<file path="src/rtl/csr_pkg.sv">
// Shared constants and elaboration helpers for the shift-register counter family.
package csr_pkg;

  localparam int MODE_RING    = 0;
  localparam int MODE_JOHNSON = 1;

  // Upper bound on the register length the helpers below can describe.
  localparam int CSR_MAX_LEN = 256;

  function automatic logic [CSR_MAX_LEN-1:0] csr_reset_phase(input int mode, input int length);
    logic [CSR_MAX_LEN-1:0] ph;
    ph = '0;
    if (mode == MODE_RING && length >= 2 && length <= CSR_MAX_LEN) begin
      ph[0] = 1'b1;
    end
    return ph;
  endfunction

  function automatic int csr_period(input int mode, input int length);
    return (mode == MODE_JOHNSON) ? 2 * length : length;
  endfunction

endpackage

</file>
<file path="src/rtl/csr_wrap_counter.sv">
// Saturating wrap counter: +1 per inc, sticks at all-ones, clear/rst return it to zero.
// One-cycle update latency; clear overrides inc.
module csr_wrap_counter #(
  parameter int W = 8
) (
  input  logic         clk,
  input  logic         rst,
  input  logic         clear,
  input  logic         inc,
  output logic [W-1:0] cnt
);

  logic [W-1:0] cnt_q;
  logic [W-1:0] cnt_d;

  always_comb begin
    cnt_d = cnt_q;
    if (clear) begin
      cnt_d = '0;
    end else if (inc && (cnt_q != {W{1'b1}})) begin
      cnt_d = cnt_q + W'(1);
    end
  end

  always_ff @(posedge clk) begin
    if (rst) begin
      cnt_q <= '0;
    end else begin
      cnt_q <= cnt_d;
    end
  end

  assign cnt = cnt_q;

endmodule

</file>
<file path="src/rtl/param_shift_counter.sv">
// Ring/Johnson shift-register divider emitting a registered one-cycle pulse on every wrap.
// CSR_WRAP_CNT_EN builds the saturating wrap counter; otherwise wrap_cnt is tied to zero.
module param_shift_counter
  import csr_pkg::*;
#(
  parameter int LENGTH = 8,
  parameter int MODE   = 0,
  parameter int WRAP_W = 8
) (
  input  logic              clk,
  input  logic              rst,
  input  logic              enable,
  input  logic              clear,
  output logic              count_pulse,
  output logic [LENGTH-1:0] phase,
  output logic [WRAP_W-1:0] wrap_cnt
);

  localparam logic [CSR_MAX_LEN-1:0] RESET_FULL  = csr_reset_phase(MODE, LENGTH);
  localparam logic [LENGTH-1:0]      RESET_PHASE = RESET_FULL[LENGTH-1:0];
  localparam int                     PERIOD      = csr_period(MODE, LENGTH);

  generate
    if (LENGTH < 2 || LENGTH > CSR_MAX_LEN || PERIOD < 2) begin : g_bad_length
      $error("param_shift_counter: LENGTH out of range");
    end
    if (MODE != MODE_RING && MODE != MODE_JOHNSON) begin : g_bad_mode
      $error("param_shift_counter: MODE must be ring or Johnson");
    end
  endgenerate

  logic [LENGTH-1:0] phase_q;
  logic [LENGTH-1:0] phase_d;
  logic [LENGTH-1:0] step_val;
  logic              pulse_q;
  logic              pulse_d;
  logic              terminal;
  logic              wrap;

  // Terminal phase is the one whose next step lands back on the reset phase.
  generate
    if (MODE == MODE_JOHNSON) begin : g_johnson
      localparam logic [LENGTH-1:0] JOHNSON_TERM = {1'b1, {(LENGTH-1){1'b0}}};
      assign step_val = {phase_q[LENGTH-2:0], ~phase_q[LENGTH-1]};
      assign terminal = (phase_q == JOHNSON_TERM);
    end else begin : g_ring
      assign step_val = {phase_q[LENGTH-2:0], phase_q[LENGTH-1]};
      assign terminal = phase_q[LENGTH-1];
    end
  endgenerate

  assign wrap = enable & ~clear & terminal;

  always_comb begin
    phase_d = phase_q;
    pulse_d = 1'b0;
    if (clear) begin
      phase_d = RESET_PHASE;
    end else if (enable) begin
      phase_d = step_val;
      pulse_d = wrap;
    end
  end

  always_ff @(posedge clk) begin
    if (rst) begin
      phase_q <= RESET_PHASE;
      pulse_q <= 1'b0;
    end else begin
      phase_q <= phase_d;
      pulse_q <= pulse_d;
    end
  end

  assign phase       = phase_q;
  assign count_pulse = pulse_q;

`ifdef CSR_WRAP_CNT_EN
  csr_wrap_counter #(
    .W (WRAP_W)
  ) u_wrap_counter (
    .clk   (clk),
    .rst   (rst),
    .clear (clear),
    .inc   (wrap),
    .cnt   (wrap_cnt)
  );
`else
  assign wrap_cnt = '0;
`endif

endmodule

</file>
<file path="config.mk">
export PLATFORM = sky130hd
export DESIGN_NAME = param_shift_counter
export DESIGN_NICKNAME = d
export VERILOG_FILES = /design/src/rtl/csr_pkg.sv /design/src/rtl/csr_wrap_counter.sv /design/src/rtl/param_shift_counter.sv
export SDC_FILE = /design/constraint.sdc
export NUM_CORES = 1
export LEC_CHECK = 0
export CORE_AREA = 2 2 39 41
export CTS_BUF_LIST = sky130_fd_sc_hd__clkbuf_2 sky130_fd_sc_hd__clkbuf_4 sky130_fd_sc_hd__clkbuf_8
export CTS_CLUSTER_SIZE = 20
export DETAILED_ROUTE_END_ITERATION = 10
export DIE_AREA = 0 0 41 43
export PLACE_DENSITY_LB_ADDON = 0.25
export SLEW_MARGIN = 40
export SYNTH_ARGS = -nofsm -noshare
export SYNTH_HDL_FRONTEND = slang
export SYNTH_SLANG_ARGS = --single-unit
</file>
<file path="constraint.sdc">
create_clock -name clk -period 1.6 [get_ports clk]
set_input_delay 0.24 -clock clk [delete_from_list [all_inputs] [get_ports clk]]
set_output_delay 0.24 -clock clk [all_outputs]
set_load 0.005 [all_outputs]
</file>
* Yosys cells after proc, flatten, opt, wreduce, memory -nomap -nowiden
Cells that the tools add are included.
** Storage, ports and cells
- Bits in registers :: 9
- Bits in latches :: 0
- Memory bits (writable) :: 0
- ROM bits :: 0
- Input port bits :: 4
- Output and inout port bits :: 17
- Logic and storage cells :: 8
- Memories :: 0
** Operators by class
- Add/subtract/negate cells :: 0
- Multipliers :: 0
- Divide/modulo/power cells :: 0
- Magnitude comparators :: 0
- Equality and inequality tests :: 0
- Shift operators :: 0
- Multiplexer cells :: 0
- Bitwise logic cells :: 4
- Reductions and logical operators :: 2
** Operator list (number)
- 3-bit OR reduction :: 1
- 1-bit bitwise AND :: 2
- 1-bit inverter :: 2
- 2-bit OR reduction :: 1

* Longest topological paths before layout
Gate-level depths: netlist of run 1.
- Word-level depth :: 3
- Mapped depth :: 3
- Gate-level depth less buffers :: 2

* Worst setup path before layout of run 1
Ideal clock, no wire load.
- Kind :: input to register
- From :: input port clear
- To :: register phase_q[0], in the netlist phase[0]
- Setup time :: 0.119 ns
- Arrival time :: 0.722 ns
- Data required time :: 1.481 ns
- Path slack :: 0.758 ns
- Cell stages on the path :: 3
- Buffers on the path :: 1
- Cell sequence :: or2_0 -> buf_6 -> nand3b_4
** Between the ends
- Longest elaborated chain between the ends :: 1
** Ends and longest elaborated chain
- from (decl) :: line param_shift_counter.sv:13 : input logic clear,
- 2-bit OR reduction (no source line)
- to (signal assigned) :: line param_shift_counter.sv:70 : phase_q <= phase_d;
- to (decl) :: line param_shift_counter.sv:32 : logic [LENGTH-1:0] phase_q;
No other way between the ends.
A chain may end at the register's enable or synchronous reset.

* Final worst setup path of run 1
- From :: register phase_q[3], in the netlist phase[3]
- To :: output port phase[3]
** RTL lines
- to (decl) :: line param_shift_counter.sv:15 : output logic [LENGTH-1:0] phase,
No word-level cell between the ends.

==> results of run 1 <==
==> worst min-delay path, stage by stage (launching register included) <==
cell and delay (ps):
dfxtp_1 340, mux2i_1 80, nor2_1 70
==> state kept, by name, indices dropped and copies added (netlist names) <==
signal / flops
phase: 8
count_pulse: 1
==> layout make-up <==
class                   instances  area share (%)
well taps                      16           3.765
repair buffers                 14           25.41
clock buffers                   4           5.647
flip-flops and latches          9           33.88
multi-input cells              27           31.29
==> placed cells by master, fill, tap and decap left out <==
| master | count |
|---|---|
| clkdlybuf4s50_1 | 12 |
| dfxtp_1 | 9 |
| nor2_1 | 8 |
| conb_1 | 8 |
| mux2i_1 | 7 |
| clkbuf_4 | 4 |
| buf_4 | 2 |
| or2_0 | 1 |
| nand2_1 | 1 |
| nand2b_1 | 1 |
| nand3b_4 | 1 |
==> where the power goes <==
part | leakage [uW] | switching, uW | internal (uW)
Clock | 0.0000184 | 72.1 | 113
Combinational | 0.000141 | 17.1 | 22.0
Sequential | 0.0000729 | 1.89 | 227
==> layer usage <==
| metal | global-route usage (%) | routed length [um] | vias to the layer above |
|---|---|---|---|
| met4 | 10.00 | 6 | 0 |
| met1 | 9.061 | 220 | 119 |
| met3 | 4.712 | 54 | 2 |
| met5 | 0 | 0 | - |
| met2 | 7.813 | 289 | 10 |
| li1 | - | - | 139 |
==> worst max-delay path by stage <==
stage | end | slack, ps | startpoint
floorplan | phase[0] | 760 | clear
global placement | phase[0] | 340 | clear
detailed placement | phase[0] | 330 | clear
CTS | phase[5] | 230 | phase[5]
global route | phase[6] | 190 | phase[6]
finish | phase[3] | 250 | phase[3]
==> per-stage QoR <==
| stage | util (%) | power [uW] |
|---|---|---|
| global route | 38.43 | 481.2 |
| CTS | 38.43 | 465.5 |
| global placement | 36.26 | 272.6 |
| floorplan | - | 273.2 |
| detailed placement | 36.26 | 273.1 |
| finish | 38.43 | 452.7 |
==> logic make-up after synthesis <==
group	share of synthesized area, %
and+or+nand+nor	16.62
buffers and inverters	19.75
DFF	45.14
muxes	17.56
other	0.9395
==> implementation parameters, run 1 <==
Parameter                              Value

Run status
  Outcome ... complete, no violations

Clock tree
  Number of clock sinks seen by CTS ... 9
  TritonCTS clock tree ... yes
  Root buffer selected by CTS ... clkbuf_4
  CTS Hold Buffers Added ... 0
  Post-cts resize count ... 0
  TritonCTS Buffers ... 3
  H-Tree Depth ... 1
  Clock-pin slew of the registers on the worst-case setup and hold paths ... 60 ps
  Clock latency on the worst-skew pair ... 250 ps
  Postcts setup bufs ... 0
  Buffers from clock root to sink, at most ... 2

Critical path
  Top Family by Delay on Critical Path ... buffers and inverters
  CP Launch Type ... register
  Reg-to-reg startpoint ... phase[1]
  Number of logic stages on the critical path including buffering ... 1
  Logic depth of the worst register-to-register path ... 2
  Largest fanout of any net on the critical path ... 3
  Required @ worst endpoint ... 1360 ps
  Worst-path cell chain ... clkdlybuf4s50_1
  Number of buffers and inverters on the critical path ... 1
  Worst reg-to-reg setup slack ... 980 ps
  Delay contributed by the slowest stage of the critical path ... 510 ps
  CP Data Arrival Time ... 1110 ps
  Nature of the critical path endpoint ... output pin
  Critical path's slowest cell ... clkdlybuf4s50_1
  Reg2Reg Capture Point ... phase[2]
  Critical path start-end classification ... reg -> out

Cells and area
  Finished layout cell area ... 531.8 sq um
  Final non-filler cell total ... 70
  Area of the multi-input gates ... 166.4 sq um
  Share of final-layout standard cells stronger than drive strength 1 ... 12.96%
  Area occupied by registers ... 180.2 sq um
  # fillers ... 158
  Post-synthesis to final-layout area growth ... 33.23%
  Net count of the finished layout ... 59
  Antenna Diode Count ... 0

Synthesis
  Most used DFF post-synth ... dfxtp_1
  Count of flip-flops with a built-in enable after synthesis ... 0
  Share of the synthesized area in the top cell type ... 45.14%
  Area leader, netlist ... dfxtp_1
  Synthesized area divided by synthesized cell count ... 10.23 sq um
  Most numerous cell types in the synthesized netlist ... buf_4 (9), dfxtp_1 (9), nor2_1 (8)
  Sequential share of the synthesized area ... 45.14%
  Flip-flop and latch count after synthesis ... 9
  Synthesis warning total ... 0
  Number of standard cells after synthesis ... 39
  Largest cells by area after synthesis ... dfxtp_1 (45%), mux2i_1 (18%), buf_4 (17%), nor2_1 (7.5%), nand3b_4 (5.0%)
  Number of different library cells in the post-synthesis netlist ... 10
  Netlist Area Pre-Place ... 399.1 sq um
  Async SR Flop Fraction ... 0%

Worst hold path
  Startpoint of the tightest hold check path ... phase[1]
  Terminating pin of the worst hold path ... phase[1]
  Worst min-delay path class ... reg -> reg
  Number of cells on the worst hold path ... 2

Detailed routing
  Post-detailed-routing wire length ... 571 um
  Drt pass-1 iters ... 2
  Total DRC errors in the routed layout ... 0
  Vias after detailed routing ... 270
  Number of nets with antenna violations after detailed routing ... 0
  Via density per instance ... 3.857
  Violation count after the first detailed-routing iteration ... 1
  Average detailed-routed wire length per instance ... 8.157 um

Place
  Routability congestion estimate ... 0.6328
  Dpl cells ... 66
  Count of input and output buffers ... 12
  Placed instance area ... 501.7 sq um
  Worst slack at placement ... 328.9 ps
  Detailed placer's ending HPWL ... 438.1 um

STA
  Fin crit share ... 84.51%
  Final hold viol count ... 0
  Max-slew violation count ... 0
  Final critical-path setup slack ... 247.9 ps
  Worst setup skew after layout ... 1.773 ps
  Tmin final ... 1352 ps
  Top achievable clock speed ... 739.6 MHz
  Final-layout setup total negative slack ... 0 ps
  Worst slack on hold paths ... 526.0 ps
  # setup viols final ... 0
  RSZ-0062 raised after global routing ... no

Job
  Count of maximum capacitance violations ... 0

Floorplan
  Die ar. ... 0.001763 sq mm
  Chip height ... 43 um
  Cell row count ... 14
  Number of I/O pins ... 21
  Starting density of the core ... 28.84%
  Horizontal die dimension ... 41 um
  Core ar. ... 0.001384 sq mm

Global route
  Total gr overflow ... 0
  Vias in the first global route ... 210
  Number of antenna violations at the first check in global routing ... 0
  Pin count of the biggest net entering global routing ... 10
  First-pass GRT wire length ... 814 um
  Aggregate global-route resource usage ... 7.746%

Pwr
  PwrDens ... 851.2 mW/mm^2
  Peak supply drop ... 0.3223 mV
  Leakage power summed over all cells ... 0.0002322 uW
No activity file was read; power rests on OpenSTA's default activity.
==> inputs of run 2 (changes only) <==
Clock period 1.6 ns to 1.2 ns, I/O delays scaled along.
==> implementation parameters, run 2 (synthesis gave the netlist of run 1 again) <==
Parameter                              Value

Run status
  Outcome ... complete, no violations

Pwr
  Leakage power summed over all cells ... 0.0002717 uW (+17%)
  Final Total Pwr ... 610.5 uW (+35%)
  Net switching share of the total power ... 20.92% (+0.80 points)
  Peak supply drop ... 0.4289 mV (+33%)
  Combinational power share ... 8.6% (about the same)
  Net Switching ... 127.7 uW (+40%)
  PwrDens ... 1143 mW/mm^2 (+34%)
  Clock Power Share ... 41.4% (+0.6 points)
  Int Power ... 482.8 uW (+34%)
  Sequential share of power ... 50.0% (-0.6 points)

Global route
  Number of antenna violations at the first check in global routing ... 0 (unchanged)
  First-pass GRT wire length ... 786 um (-3.4%)
  Aggregate global-route resource usage ... 7.251% (-0.50 points)
  Total gr overflow ... 0 (unchanged)
  Pin count of the biggest net entering global routing ... 10 (unchanged)
  Vias in the first global route ... 205 (-2.4%)

Cells and area
  Finished layout cell area ... 534.3 sq um (+0.47%)
  Commonest cells after routing, fill and taps aside ... dlygate4sd2_1 (9), nor2_1 (8), conb_1 (8)
  Final non-filler cell total ... 69 (-1.4%)
  Net count of the finished layout ... 58 (-1.7%)
  Most common library cell in the layout ignoring fill and taps ... dlygate4sd2_1
  Flip-flop count of the largest register after layout ... 8 (unchanged)
  Post-synthesis to final-layout area growth ... 33.86%
  Share of final-layout standard cells stronger than drive strength 1 ... 24.53% (+12 points)
  # fillers ... 148 (-6.3%)
  Antenna Diode Count ... 0 (unchanged)

Clock tree
  Root buffer selected by CTS ... clkbuf_4
  TritonCTS Buffers ... 3 (unchanged)
  Clock latency on the worst-skew pair ... 260 ps (about the same)
  TritonCTS clock tree ... yes
  CTS Hold Buffers Added ... 0 (unchanged)
  Post-cts resize count ... 16 (+16)
  H-Tree Depth ... 1 (unchanged)
  Buffers from clock root to sink, at most ... 2 (unchanged)
  Postcts setup bufs ... 0 (unchanged)
  Clock-pin slew of the registers on the worst-case setup and hold paths ... 60 ps (about the same)
  Number of clock sinks seen by CTS ... 9 (unchanged)

Floorplan
  Chip height ... 43 um (unchanged)
  Number of I/O pins ... 21 (unchanged)
  Starting density of the core ... 28.84% (unchanged)
  Core ar. ... 0.001384 sq mm (unchanged)
  Cell row count ... 14 (unchanged)
  Horizontal die dimension ... 41 um (unchanged)
  Die ar. ... 0.001763 sq mm (unchanged)

STA
  RSZ-0062 raised after global routing ... no
  Final critical-path setup slack ... 169.5 ps (-78.38 ps)
  Max-slew violation count ... 0 (unchanged)
  Worst setup skew after layout ... 1.065 ps (-0.7080 ps)
  Fin crit share ... 85.87%
  Tmin final ... 1030 ps
  Final hold viol count ... 0 (unchanged)
  Top achievable clock speed ... 970.4 MHz
  # setup viols final ... 0 (unchanged)

Job
  Count of maximum capacitance violations ... 0 (unchanged)

Place
  Routability congestion estimate ... 0.6570 (+3.8%)
  Count of input and output buffers ... 12 (unchanged)
  Placed instance area ... 506.7 sq um (+1.0%)
  Dpl cells ... 65 (-1.5%)
  Detailed placer's ending HPWL ... 427.6 um (-2.4%)
  Worst slack at placement ... -109.3 ps (-438.2 ps)

Worst hold path
  Number of cells on the worst hold path ... 2 (unchanged)
  Terminating pin of the worst hold path ... phase[6]
  Worst min-delay path class ... reg -> reg
  Startpoint of the tightest hold check path ... phase[6]

Critical path
  Logic depth of the worst register-to-register path ... 2 (unchanged)
  Delay contributed by the slowest stage of the critical path ... 340 ps (-170 ps)
  Nature of the critical path endpoint ... output pin
  Top Family by Delay on Critical Path ... flip-flops
  Required @ worst endpoint ... 1020 ps (-340 ps)
  Critical path's slowest cell ... dfxtp_1
  CP Launch Type ... register
  Reg2Reg Capture Point ... phase[3]
  Critical path start-end classification ... reg -> out
  Number of buffers and inverters on the critical path ... 1 (unchanged)
  Reg-to-reg startpoint ... phase[2]
  Worst-path cell chain ... dlygate4sd2_1
  CP Data Arrival Time ... 850 ps (-260 ps)
  Largest fanout of any net on the critical path ... 3 (unchanged)
  Worst reg-to-reg setup slack ... 560 ps (-420 ps)

Detailed routing
  Post-detailed-routing wire length ... 577 um (+1.1%)
  Drt pass-1 iters ... 2 (unchanged)
  Violation count after the first detailed-routing iteration ... 2 (+1)
  Vias after detailed routing ... 254 (-5.9%)
  Total DRC errors in the routed layout ... 0 (unchanged)
  Average detailed-routed wire length per instance ... 8.362 um (+2.5%)
  Number of nets with antenna violations after detailed routing ... 0 (unchanged)
  Via density per instance ... 3.681 (-4.6%)
-- run 2: cell types whose count changed in the layout (fill, tap and decap cells not counted), sizes merged --
| cell | before | now |
|---|---|---|
| dlygate4sd2 | 0 | 9 |
| clkdlybuf4s50 | 12 | 3 |
| buf | 2 | 1 |
-- run 2: worst max path at each step --
stage	depth (start not counted)	end	slack, ps	startpoint
detailed placement	3	phase[0]	-110	rst
global placement	3	phase[0]	-70	clear
floorplan	3	phase[0]	420	clear
CTS	1	phase[5]	160	phase[5]
finish	1	phase[5]	170	phase[5]
global route	3	phase[0]	70	rst
-- run 2: area by class of cell --
cell class	instances	area, sq um	share of cell area, %
repair buffers	13	128.9	24.12
well taps	16	20.02	3.747
clock buffers	4	30.03	5.621
flip-flops and latches	9	188.9	35.36
multi-input cells	27	166.4	31.15
-- run 2: layer usage --
| layer | up-vias | global-route usage [%] | part of all wire [%] |
|---|---|---|---|
| met2 | 10 | 10.00 | 48 |
| met1 | 109 | 7.143 | 41 |
| met3 | 0 | 3.141 | 11 |
| met4 | 0 | 8.000 | 0 |
| li1 | 135 | - | - |
| met5 | - | 0 | 0 |
-- run 2: power groups by stage --
stage | registers, uW | clock network, uW | logic [uW]
2_1_floorplan | 312 | 0 | 52.2
3_3_place_gp | 312 | 0 | 54.9
3_5_place_dp | 312 | 0 | 55.1
4_1_cts | 306 | 269 | 52.8
5_1_grt | 306 | 277 | 58.3
6_report | 306 | 252 | 52.5
-- run 2: metrics by stage --
| stage | util, % | hold WS [ps] | TNS, ps |
|---|---|---|---|
| detailed placement | 36.62 | 514.3 | -561.5 |
| global route | 38.61 | 520.3 | 0 |
| finish | 38.61 | 498.8 | 0 |
| floorplan | - | 464.2 | 0 |
| global placement | 36.62 | 511.0 | -278.5 |
| CTS | 38.61 | 503.0 | 0 |
==> inputs of run 3 (changes only) <==
Settings changed: DONT_BUFFER_PORTS set to 1.
==> implementation parameters, run 3 (synthesis gave the netlist of run 1 again) <==
Parameter                              Value

STA
  Final-layout setup total negative slack ... 0 ps (unchanged)
  Final hold viol count ... 0 (unchanged)
  Worst setup skew after layout ... 0.5564 ps (-0.5088 ps)
  Top achievable clock speed ... 1236 MHz (+27%)
  Max-slew violation count ... 0 (unchanged)
  # setup viols final ... 0 (unchanged)
  RSZ-0062 raised after global routing ... no
  Fin crit share ... 67.43% (-18 points)
  Tmin final ... 809.2 ps (-221.3 ps)

Cells and area
  Share of final-layout standard cells stronger than drive strength 1 ... 12.50% (-12 points)
  Flip-flop count of the largest register after layout ... 8 (unchanged)
  # fillers ... 149 (+0.68%)
  Post-synthesis to final-layout area growth ... -0.6271%
  Commonest cells after routing, fill and taps aside ... dfxtp_1 (9), nor2_1 (8), conb_1 (8)
  Net count of the finished layout ... 45 (-22%)
  Area occupied by registers ... 180.2 sq um (-4.6%)
  Area of the multi-input gates ... 166.4 sq um (unchanged)
  Finished layout cell area ... 396.6 sq um (-26%)
  Most common library cell in the layout ignoring fill and taps ... dfxtp_1
  Antenna Diode Count ... 0 (unchanged)

Pwr
  Peak supply drop ... 0.5101 mV (+19%)
  PwrDens ... 1485 mW/mm^2 (+30%)
  Clock Power Share ... 43.9% (+2.5 points)
  Leakage power summed over all cells ... 0.0001796 uW (-34%)
  Int Power ... 464.4 uW (-3.8%)
  Net Switching ... 124.5 uW (-2.5%)
  Final Total Pwr ... 588.9 uW (-3.5%)
  Sequential share of power ... 51.9% (+1.9 points)
  Combinational power share ... 4.2% (-4.4 points)
  Net switching share of the total power ... 21.14% (+0.22 points)

Detailed routing
  Post-detailed-routing wire length ... 550 um (-4.7%)
  Drt pass-1 iters ... 1 (-1)
  Total DRC errors in the routed layout ... 0 (unchanged)
  Violation count after the first detailed-routing iteration ... 0 (-2)
  Average detailed-routed wire length per instance ... 9.821 um (+17%)
  Via density per instance ... 3.768 (+2.4%)
  Vias after detailed routing ... 211 (-17%)
  Number of nets with antenna violations after detailed routing ... 0 (unchanged)

Global route
  Pin count of the biggest net entering global routing ... 10 (unchanged)
  First-pass GRT wire length ... 841 um (+7.0%)
  Vias in the first global route ... 187 (-8.8%)
  Total gr overflow ... 0 (unchanged)
  Met3 Resource Use GR ... 5.236% (+2.1 points)
  Number of antenna violations at the first check in global routing ... 0 (unchanged)
  Aggregate global-route resource usage ... 7.445% (+0.19 points)
  Busiest grt layer ... met2
  Met1 track demand over resource in global routing ... 8.738% (+1.6 points)
  Met2 usage in global routing ... 9.688% (-0.31 points)

Clock tree
  Root buffer selected by CTS ... clkbuf_4
  TritonCTS Buffers ... 3 (unchanged)
  H-Tree Depth ... 1 (unchanged)
  Buffers from clock root to sink, at most ... 2 (unchanged)
  Postcts setup bufs ... 0 (unchanged)
  Clock latency on the worst-skew pair ... 250 ps (about the same)
  Post-cts resize count ... 0 (-16)
  CTS Hold Buffers Added ... 0 (unchanged)
  Number of clock sinks seen by CTS ... 9 (unchanged)
  Clock-pin slew of the registers on the worst-case setup and hold paths ... 60 ps (about the same)
  TritonCTS clock tree ... yes

Critical path
  CP Data Arrival Time ... 630 ps (-220 ps)
  CP Launch Type ... register
  Critical path start-end classification ... reg -> out
  Nature of the critical path endpoint ... output pin
  Required @ worst endpoint ... 1020 ps (about the same)
  Largest fanout of any net on the critical path ... 3 (unchanged)

Floorplan
  Core ar. ... 0.001384 sq mm (unchanged)
  Cell row count ... 14 (unchanged)
  Horizontal die dimension ... 41 um (unchanged)
  Number of I/O pins ... 21 (unchanged)
  Chip height ... 43 um (unchanged)
  Starting density of the core ... 28.84% (unchanged)
  Die ar. ... 0.001763 sq mm (unchanged)

Place
  Detailed placer's ending HPWL ... 429.4 um (+0.42%)
  Placed instance area ... 366.6 sq um (-28%)
  Count of input and output buffers ... 0 (-12)
  Routability congestion estimate ... 0.6519 (-0.78%)

Worst hold path
  Worst min-delay path class ... in -> reg

Job
  Count of maximum capacitance violations ... 0 (unchanged)

Run status
  Outcome ... complete, no violations
[run 3: final timing paths]
| path | from | to | slack [ps] | cells after the start |
|---|---|---|---|---|
| max | phase[4] | phase[4] | 390 | 0 |
| min | enable | phase[1] | 80 | 2 |
| max reg2reg | phase[4] | phase[5] | 550 | 2 |
| min reg2reg | phase[7] | count_pulse | 550 | 2 |
[run 3: power by group through the flow]
stage	clock, uW	combinational, uW	sequential [uW]
2_1_floorplan	0	52.2	312
3_3_place_gp	0	24.2	313
3_5_place_dp	0	24.3	313
4_1_cts	263	24.4	306
5_1_grt	277	28.6	307
6_report	258	24.7	306
[run 3: final cells by class]
| cell class | count | share of cell area [%] |
|---|---|---|
| flip-flops and latches | 9 | 45.43 |
| multi-input cells | 27 | 41.96 |
| clock buffers | 4 | 7.571 |
| well taps | 16 | 5.047 |
[run 3: per-stage QoR]
step	instances	hold slack (ps)	utilization [%]	setup WS [ps]
final	56	78.07	28.66	390.8
after CTS	56	78.30	28.66	378.7
after global routing	56	81.73	28.66	354.3
after global placement	52	347.0	26.49	328.9
after floorplan	46	464.2	-	418.3
after detailed placement	52	341.3	26.49	304.7
[run 3: per-layer routing]
layer | up-vias | share of wire, %
li1 | 108 | -
met5 | - | 0
met3 | 0 | 11
met1 | 93 | 41
met2 | 10 | 48
met4 | 0 | 0
==> RTL edit 1, RTL diff (config.mk and constraints of run 2) <==
Change the parameter `MODE` from 0 to 1.
--- a/src/rtl/param_shift_counter.sv
+++ b/src/rtl/param_shift_counter.sv
@@ -4,7 +4,7 @@
   import csr_pkg::*;
 #(
   parameter int LENGTH = 8,
-  parameter int MODE   = 0,
+  parameter int MODE   = 1,
   parameter int WRAP_W = 8
 ) (
   input  logic              clk,
Behaviour: not the same (a bounded check fails within 4 cycles, from zero or initial values).
==> RTL edit 1 against run 2 <==
- synthesized area increased by 16%
- total power increased by 0.64%
- global-route usage increased by 4.3 points
- combinational power increased by 12%
- sequential cell count unchanged
- worst setup slack improved by 11 ps
- critical path depth unchanged
- die area unchanged
- clock skew increased by 2.6 ps
- wire length increased by 44%
- design area increased by 15%
- highest routed layer is now met4
==> RTL edit 1: results (changes against run 2) <==
The cell class contributing the biggest share of worst-path delay is flip-flops. The antenna diode count is 0 (unchanged). The net count of the finished layout is 69 (+19%). Tracing the worst setup path back leads to its startpoint at phase[3]. The delay of the slowest cell on the worst path is 330 ps. The H-tree depth is 1 (unchanged).

The data arrival time at the worst-slack endpoint came out at 840 ps. The run finished with clean final reports. The clock tree skew after final layout came out at 3.713 ps (+2.648 ps). The count of different cell masters after synthesis came out at 12 (+2). The static leakage came out at 0.3225 nW (+19%).

The number of buffers between clock root and the deepest sink came to 2 (unchanged). The number of DRC markers after the initial detailed-route iteration was 4 (+2). The number of CTS-inserted buffers is 3 (unchanged). The overall routing resource usage is 0.1153 (+0.04276). The share of flip-flops with an asynchronous set or reset came out at 0 (unchanged). The number of flip-flops in the largest register was 8 (unchanged). The HPWL reported at the end of detailed placement came out at 533.5 um (+25%).

The maximum number of pins on one net before global-route repair is 11 (+1). The peak ir drop on the vdd network came to 0.5231 mV (+22%). The hold path startpoint is phase[3]. The detail-routed net length per standard cell is 10.36 um (+24%). The setup slack on the worst flop-to-flop path came out at 210 ps (-350 ps). The initial antenna violation count came out at 0 (unchanged). The global-route wire length before repair is 1.400 mm (+78%). The number of warning messages in the yosys log is 0 (unchanged). The final hold slack came to 520.3 ps (+21.53 ps). The first-pass detailed-route iteration total came out at 3 (+1).

The routability-driven placement congestion ratio came out at 0.6404 (-2.5%). The tree is rooted in a sky130_fd_sc_hd__clkbuf_4. The commonest cells after synthesis are sky130_fd_sc_hd__buf_4 (16), sky130_fd_sc_hd__dfxtp_1 (9), sky130_fd_sc_hd__nor2_1 (8). The insertion delay to the later sink of the worst-skew pair came to 260 ps (about the same). The startpoint identified for the worst register-to-register timing path is phase[0]. The clock-pin slew reported for the worst setup and hold paths after clock tree synthesis came out at 60 ps (about the same). The number of flops mapped to enable cells by yosys is 0 (unchanged). The cell at the slowest stage of the critical path is sky130_fd_sc_hd__dfxtp_2.

Ranked by total cell area, the synthesized netlist is headed by sky130_fd_sc_hd__dfxtp_1 (39%), sky130_fd_sc_hd__buf_4 (26%), sky130_fd_sc_hd__mux2i_1 (15%). The maximum fanout along the worst path is 4 (+1). The via count of the first global-routing pass came out at 331 (+61%). The fraction of layout instances using a drive strength above 1 is 0.3594 (+0.1141).

The sequential element share of the synthesized area is 0.3892 (-0.06222). The worst hold path belongs to the class flop to flop. The area share of the leading cell type in the synthesized netlist came out at 0.3892 (-0.06222). The post-detailed-route via-to-cell ratio came to 4.113 (+12%). The total of buffers placed on input and output ports is 12 (unchanged).
==> RTL edit 1: final timing paths <==
check / to / cells past startpoint
worst max register to register: count_pulse / 3
worst min register to register: phase[3] / 2
worst max-delay path: phase[3] / 1
worst min-delay path: phase[3] / 2
==> RTL edit 1: cell families (layout without fill, tap and decap cells) <==
| kind of cell | after synthesis | count (layout) | synth area share |
|---|---|---|---|
| buf+inv | 17 | 26 | 0.2838 |
| simple gates | 13 | 13 | 0.1406 |
| other cells | 1 | 8 | 0.008100 |
| mux | 7 | 7 | 0.1514 |
| compound gates | 1 | 1 | 0.02702 |
| flops | 9 | 9 | 0.3892 |
==> RTL edit 1: report_power, final <==
part | switching [W] | leakage [nW] | internal, W
Combinational | 0.0000262 | 0.227 | 0.0000324
Clock | 0.000103 | 0.0184 | 0.000151
Sequential | 0.000000984 | 0.0766 | 0.000301
==> RTL edit 1: per-stage QoR <==
step,instances,cell area [um2],TNS (ps),setup WS [ps]
CTS,80,614.3,0,171.4
global placement,69,533.0,-18.09,-8.481
finish,80,614.3,0,180.2
detailed placement,69,533.0,-51.30,-20.46
global route,80,614.3,0,150.2
floorplan,55,489.2,0,422.2
==> RTL edit 1: final cells by class <==
type	instances	area, um2
fillers	144	769.5
flip-flops and latches	9	190.2
well taps	16	20.02
clock buffers	4	30.03
repair buffers	22	196.4
multi-input cells	29	177.7
==> RTL edit 1: timing repair <==
item / 4_1_cts / 5_1_grt
endpoints found under the setup margin: 9 / 0
resized for setup: 17 / 0
hold endpoints to repair: 0 / 0
setup buffers: 7 / 0
==> RTL edit 1: metal layers <==
layer	vias to the layer above	GRT usage	wire, um
li1	165	-	-
met1	148	0.1349	337
met2	14	0.1906	422
met3	2	0.03141	61
met4	0	0.04000	8
met5	-	0	0
==> RTL edit 2, RTL diff (settings of run 2) <==
Without the edit above. Remove the register `pulse_q`: a continuous assignment takes its place, so the output `count_pulse` follows one clock earlier.
--- a/src/rtl/param_shift_counter.sv
+++ b/src/rtl/param_shift_counter.sv
@@ -65,12 +65,12 @@
   always_ff @(posedge clk) begin
     if (rst) begin
       phase_q <= RESET_PHASE;
-      pulse_q <= 1'b0;
     end else begin
       phase_q <= phase_d;
-      pulse_q <= pulse_d;
     end
   end
+
+  assign pulse_q = pulse_d;
 
   assign phase       = phase_q;
   assign count_pulse = pulse_q;
Behaviour: not the same (Yosys sat finds a counterexample within 10 cycles, from zero or initial values).
==> RTL edit 2 against run 2 <==
- design area decreased by 1.9%
- wire length increased by 5.2%
- die area unchanged
- sequential power decreased by 11%
- synthesized area decreased by 5.0%
- sequential cell count decreased by 1
- clock skew increased by 0.62 ps
- hold slack got worse by 50 ps
- total power decreased by 15%
- register-to-register slack got worse by 60 ps
- cell count increased by 2.9%
- worst setup slack got worse by 77 ps
- maximum frequency decreased by 6.9%
- largest power group unchanged
==> RTL edit 2: results (changes against run 2) <==
The run finished with clean final reports. The synthesis-to-finish area growth is 38.28%. The average instance area after synthesis is 9.977 um2 (-2.5%). The maximum fanout along the worst path is 2 (-1). The routability-driven placement congestion ratio came to 0.6326 (-3.7%). The register cell area after layout was 167.7 um2 (-11%). The overall routing resource usage is 0.08871 (+0.01620).

The HPWL reported at the end of detailed placement came out at 443.7 um (+3.8%). The multi-input gate share of the layout cell area came to 0.3174 (+0.005947). Sorting the synthesized cells by area gives the leading types as sky130_fd_sc_hd__dfxtp_1 (42%), sky130_fd_sc_hd__mux2i_1 (18%), sky130_fd_sc_hd__buf_4 (18%). For this design, the slowest cell found on the critical path is sky130_fd_sc_hd__dfxtp_2.

The data arrival time at the worst-slack endpoint came out at 930 ps (+80 ps). The number of filler cells placed in the layout is 154 (+4.1%). The number of signal-net inverters in the final layout came out at 0 (unchanged). The via count came out at 264 (+3.9%). The share of flip-flops with an asynchronous set or reset came to 0 (unchanged).

The detail-routed net length per standard cell came out at 8.549 um (+2.2%). The number of flip-flops and latches came to 8 (-1). The first-pass detailed-route iteration total is 1 (-1).

The portion of the layout cell area used by clock cells was 0.04296 (-0.01325). The post-layout instance count excluding filler cells came to 71 (+2.9%). The clock tree skew after final layout is 1.687 ps (+0.6222 ps).

The net count of the finished layout came out at 61 (+5.2%). The cell class contributing the biggest share of worst-path delay is buffers and inverters. The sequential element share of the synthesized area came out at 0.4224 (-0.02897). The quantity of gates resized following cts came out at 18 (+2).

The met2 wire length came out at 264 um (-4.3%). The met3 routed wirelength is 49 um (-21%). The worst slack at placement came to -306.9 ps (-197.7 ps). The global-route wire length before repair came to 966 um (+23%).

The type of the tightest min-delay check is input pin to flop. The peak ir drop on the vdd network came out at 0.5025 mV (+17%). The number of cell rows is 14 (unchanged).

The static leakage came out at 0.2718 nW (about the same). Ranked by instance count, the synthesized netlist is headed by sky130_fd_sc_hd__buf_4 (9), sky130_fd_sc_hd__dfxtp_1 (8), sky130_fd_sc_hd__nor2_1 (8). The fraction of cell area in non-clock buffers came out at 0.2816 (+0.04040). The fraction of layout instances using a drive strength above 1 was 0.2909 (+0.04563). The total instance count after detailed placement is 68 (+4.6%). The detailed-routing wirelength on met1 is 292 um (+23%).

The buffer count excluding the clock tree in the final layout came out at 17 (+4). The maximum number of pins on one net before global-route repair came out at 9 (-1). The insertion delay to the later sink of the worst-skew pair came out at 240 ps (-20 ps).

The standard cell area after detailed placement came out at 504.2 um2 (-0.49%). The count of clock buffers in the final design came out at 3 (-1). The delay of the slowest cell on the worst path is 310 ps (-30 ps). The number of DRC markers after the initial detailed-route iteration came to 0 (-2).
-- RTL edit 2: path summary, 6_finish.rpt --
check / slack [ps] / to / startpoint / cells past startpoint
setup / recovery: 90 / phase[7] / phase[7] / 2
hold / removal: 450 / phase[0] / enable / 4
setup reg to reg: 500 / phase[7] / phase[7] / 3
hold reg to reg: 490 / phase[5] / phase[5] / 2
-- RTL edit 2: kinds of logic (layout without fill, tap and decap cells) --
group | after synthesis | count (layout) | synth area share
other | 1 | 8 | 0.009891
flip-flops | 8 | 8 | 0.4224
buffers and inverters | 10 | 20 | 0.2079
multiplexers | 7 | 7 | 0.1848
AND/OR/NAND/NOR | 12 | 12 | 0.1749
-- RTL edit 2: power by group --
group	switching, W	total, W	internal, W
Clock	0.0000833	0.000197	0.000114
Sequential	0.00000259	0.000273	0.000270
Combinational	0.0000234	0.0000512	0.0000278
-- RTL edit 2: metal layers --
layer  GRT usage  vias up
met5           0        -
li1            -      140
met1      0.1173      114
met2     0.09375       10
met4      0.1000        0
met3     0.03665        0
